==> config.mk <==
export PLATFORM = sky130hd
export DESIGN_NAME = golay_enc_arb
export DESIGN_NICKNAME = d
export VERILOG_FILES = /design/src/rtl/golay_enc_arb.sv
export SDC_FILE = /design/constraint.sdc
export NUM_CORES = 1
export LEC_CHECK = 0
export ABC_AREA = 1
export CORE_MARGIN = 1
export CORE_UTILIZATION = 44
export CTS_CLUSTER_DIAMETER = 40
export CTS_CLUSTER_SIZE = 16
export DETAILED_ROUTE_END_ITERATION = 16
export MAX_ROUTING_LAYER = met4
export PLACE_DENSITY = 0.83
export SLEW_MARGIN = 40
export SYNTH_ARGS = -nofsm -noshare
export SYNTH_HDL_FRONTEND = slang
export SYNTH_SLANG_ARGS = --single-unit
==> constraint.sdc <==
create_clock -name clk -period 2.31 [get_ports clk]
set_input_delay 0.462 -clock clk [delete_from_list [all_inputs] [get_ports clk]]
set_output_delay 0.462 -clock clk [all_outputs]
set_load 0.01 [all_outputs]
==> src/rtl/golay_enc_arb.sv <==
// Round-robin arbiter feeding one shared extended Golay (24,12) encoder with a registered codeword stage.
// Optional grant locking is compiled in with GOLAY_ENC_ARB_LOCK_EN.

package golay_pkg;
   // Row k = {parity bits 23..12, identity bit k in 11..0}
   localparam logic [23:0] golay_matrix [12] = '{
      24'hDC5001, 24'hB8B002, 24'h717004, 24'hE2D008,
      24'hC5B010, 24'h8B7020, 24'h16F040, 24'h2DD080,
      24'h5B9100, 24'hB71200, 24'h6E3400, 24'hFFE800
   };
endpackage

module golay_enc_arb #(
   parameter  int N  = 4,
   localparam int IW = $clog2(N)
) (
   input  logic            clk,
   input  logic            rst_n,
   input  logic [N-1:0]    req_vld,
   input  logic [N*12-1:0] req_dat,
   output logic [N-1:0]    req_rdy,
   input  logic [N-1:0]    req_lck,
   output logic            out_vld,
   output logic [23:0]     out_cod,
   output logic [IW-1:0]   out_sel,
   input  logic            out_rdy
);

   // Handshake: a word moves from requester i when req_vld[i] & req_rdy[i] at a rising edge;
   // the codeword moves downstream when out_vld & out_rdy at a rising edge.
   typedef enum logic {EMPTY = 1'b0, FULL = 1'b1} state_t;

   state_t        state;
   logic [IW-1:0] rr_ptr;
   logic [IW-1:0] win;
   logic [IW-1:0] nxt_ptr;
   logic [N-1:0]  eff_vld;
   logic          found;
   logic          ld;
   logic          xfer;
   logic          ptr_adv;
   logic [11:0]   win_dat;
   logic [23:0]   enc_cod;

`ifdef GOLAY_ENC_ARB_LOCK_EN
   logic          lck_on;
   logic [IW-1:0] lck_own;

   // While locked, everyone but the owner is masked out, even when the owner is idle.
   always_comb begin
      eff_vld = req_vld;
      if (lck_on) eff_vld = req_vld & (N'(1) << lck_own);
   end

   // Lock state follows the owner's req_lck on each of its transfers, so a single
   // bit covers both setting and releasing; the pointer only moves on an unlocked transfer.
   assign ptr_adv = !req_lck[win];

   always_ff @(posedge clk or negedge rst_n) begin
      if (!rst_n) begin
         lck_on  <= 1'b0;
         lck_own <= '0;
      end else if (xfer) begin
         lck_on  <= req_lck[win];
         lck_own <= win;
      end
   end
`else
   logic unused_lck;

   assign eff_vld    = req_vld;
   assign ptr_adv    = 1'b1;
   assign unused_lck = ^req_lck;
`endif

   // First valid requester at or after rr_ptr, wrapping modulo N.
   always_comb begin
      int s;
      logic [IW-1:0] idx;
      found = 1'b0;
      win   = '0;
      s     = 0;
      idx   = '0;
      for (int k = 0; k < N; k++) begin
         s = int'(rr_ptr) + k;
         if (s >= N) s = s - N;
         idx = IW'(s);
         if (!found && eff_vld[idx]) begin
            found = 1'b1;
            win   = idx;
         end
      end
   end

   assign ld      = !out_vld || out_rdy;
   assign xfer    = found && ld && rst_n;
   assign req_rdy = xfer ? (N'(1) << win) : '0;
   assign nxt_ptr = (win == IW'(N - 1)) ? '0 : win + 1'b1;
   assign win_dat = req_dat[win*12 +: 12];

   always_comb begin
      enc_cod = '0;
      for (int k = 0; k < 12; k++) begin
         if (win_dat[k]) enc_cod = enc_cod ^ golay_pkg::golay_matrix[k];
      end
   end

   assign out_vld = (state == FULL);

   always_ff @(posedge clk or negedge rst_n) begin
      if (!rst_n) begin
         state   <= EMPTY;
         out_cod <= '0;
         out_sel <= '0;
         rr_ptr  <= '0;
      end else begin
         case (state)
            EMPTY: begin
               if (xfer) begin
                  state   <= FULL;
                  out_cod <= enc_cod;
                  out_sel <= win;
                  if (ptr_adv) rr_ptr <= nxt_ptr;
               end
            end
            FULL: begin
               if (xfer) begin
                  out_cod <= enc_cod;
                  out_sel <= win;
                  if (ptr_adv) rr_ptr <= nxt_ptr;
               end else if (out_rdy) begin
                  state <= EMPTY;
               end
            end
            default: state <= EMPTY;
         endcase
      end
   end

endmodule
==> flow_summary.ini <==
[die]
core-area_mm2 = 0.00642
chipWidth_um = 84.2
rows = 29
die_y_um = 84.2
ios = 90
initial_core_util = 0.463
dieArea_mm2 = 0.00709

[critical_path]
worstSetupPathType = reg2reg
crit_chain = buf_12 > clkinv_8 > nand2_4 > nand3_4 > nand2_4 > nor2_4 > nand3_4 > nand3_4 > buf_12 > inv_4 > buf_4 > nand2_4 > nand3_4 > nand2_4 > buf_6 > nand2_1 > nand3_1 > nand2_1 > nand3b_1 > nand3_1 > nand2_1
worst_ep_arrival_time_ns = 2.97
slowest_delay_ns = 0.43
cpMaxStageDelayCell = dfrtp_2
timing.critical_path.to_type = register
start_kind = register
crit_fanout = 6
required_ns = 2.49

[timing]
grt_setup_unrepaired = true
setup_viol = 24
hold_viol = 0
fmax_mhz = 358
finalSetupTns_ns = -6.59
layout_setup_ws_ns = -0.481
fin_crit_ns = 2.79
holdWs_ns = 0.480
relSlewSlack = 0.759
worstMarginPinSlew_ns = 0.362
fin_crit_sh = 1.21
drv_slew = 0
skew_ns = 0.00388

[clock_network]
cts_hold_buf = 0
cts_tree = built
clock_path_buffers = 2
clk_pin_slew_worst_paths_ns = 0.07
cts_inserted_buffers = 5
cts-root-buf = clkbuf_8
h-tree-depth = 2
cts_num_sinks = 29
worstSkewPairLatency_ns = 0.29

[global_routing]
grt_use_total = 0.313
grt_pass1_vias = 3861
grt_overflow = 0
grt_first_pass_wirelength_um = 17400
grt_max_degree = 42
antenna_found_initial = 0

[synth]
synth_area_leaders = nand2_1 (30%), dfrtp_1 (24%), nand3_1 (11%)
synth_top_area_frac = 0.304
syn_area_per_cell_um2 = 6.02
ys_ff_latch = 29
syn_inst = 494
synth_area_mm2 = 0.00297
synthArstFlopShare = 1.00
synth_warnings = 0
synth_area_leader_cell = nand2_1
synth_edf_count = 0
ys_types = 28
synth.yosys.seq_area_share = 0.244
syn_nets = 557
synth-main-ff-cell = dfrtp_1

[cells_and_area]
final_cells = 716
final_area_mm2 = 0.00509
antenna_cells = 0
layout.nets = 701
drive_above_1_share = 0.327
synthToLayoutAreaGrowth_pct = 71.3

[job]
maxCapViolCount = 0

[drt]
num_vias = 4122
viasPerCell = 5.76
drc = 8
drt_iter0_markers = 403
routed_wl_um = 12000
ant_nets = 0
first_pass_iters = 12
wl_per_cell_um = 16.7

[placed_design]
gp_congestion = 0.930
post_dp_cell_area_mm2 = 0.00416
place_inst = 683
dpl.hpwl_um = 7160
portBuffers = 85

[worst_hold_path]
min_path_type = reg2reg

[outcome]
status = complete, but fails checks
violations = design-rule violations, negative setup slack
-- worst paths after layout --
| check | from | to | slack (ns) | cells after the start |
|---|---|---|---|---|
| max in group asynchronous | rst_n | rr_ptr[1] | 1.31 | 2 |
| min reg2reg | out_cod[13] | out_cod[13] | 0.48 | 2 |
| min | out_cod[13] | out_cod[13] | 0.48 | 2 |
| max | rr_ptr[0] | out_cod[22] | -0.48 | 21 |
| max reg2reg | rr_ptr[0] | out_cod[22] | -0.48 | 21 |
| min in group asynchronous | rst_n | out_cod[9] | 0.71 | 2 |
-- layer usage --
layer  GRT usage  part of all wire  vias to the layer above
li1            -                 -                     1866
met4       0.121             0.034                        0
met2       0.544              0.50                      259
met5           -                 0                        -
met1       0.373              0.39                     1945
met3      0.0344             0.070                       52
-- worst max-delay path: cells and delay by family (launching register included) --
| kind | cells | cell delay, ns |
|---|---|---|
| and+or+nand+nor | 15 | 1.58 |
| DFF | 1 | 0.43 |
| buffers and inverters | 6 | 0.67 |
-- synth_stat cells, types with 6 or more instances --
library cell	number
o21ai_0	17
nand4_1	18
inv_1	28
nand2_2	22
nor2_1	6
inv_2	12
dfrtp_1	29
nand3_1	67
buf_2	6
o21ai_1	6
nand2_1	241
-- timing repair --
item | 4_1_cts | 5_1_grt
setup buffers | 16 | 5
gates resized for setup | 120 | 49
setup endpoints to repair | 33 | 31
hold endpoints to repair | 0 | 0
gates cloned | 1 | 4
pin swaps | 18 | 20
-- state kept, by name (all words and copies together), names as in the netlist --
| register | flops |
|---|---|
| out_sel | 2 |
| rr_ptr | 2 |
| out_cod | 24 |
| out_vld | 1 |
-- logic make-up after synthesis --
logic type | after synthesis | share of synthesized area
compound gates | 27 | 0.0488
buf+inv | 58 | 0.0922
xor+xnor | 12 | 0.0505
flops | 29 | 0.244
simple gates | 364 | 0.548
fa+ha+maj | 4 | 0.0168
-- cell type report --
cell class	count	area, um^2
flip-flops and latches	29	728
repair inverters	1	6.26
fillers	420	1330
clock inverters	2	10.0
well taps	77	96.3
repair buffers	153	1540
clock buffers	6	72.6
inverters	41	186
multi-input cells	407	2460
-- metrics by stage --
step | utilization | setup WS [ns]
final | 0.793 | -0.481
after global routing | 0.793 | -0.584
after CTS | 0.745 | -0.277
after detailed placement | 0.648 | -0.816
after global placement | 0.648 | -0.731
after floorplan | - | 0.0275
-- cell usage in the layout, fill, tap and decap left out, drive strengths merged, types with 3 or more instances in the layout --
master and count:
nor2 8, clkdlybuf4s50 77, nand4 18, dlygate4sd2 4, inv 40, o211ai 3
clkinv 4, nand2 267, clkbuf 10, ha 4, xnor2 4, nand3 70
dfrtp 29, xor2 8, buf 68, o21ai 23
Power is not shown: default switching activity piles up to over one toggle a cycle in this logic, so the estimate is an artifact.
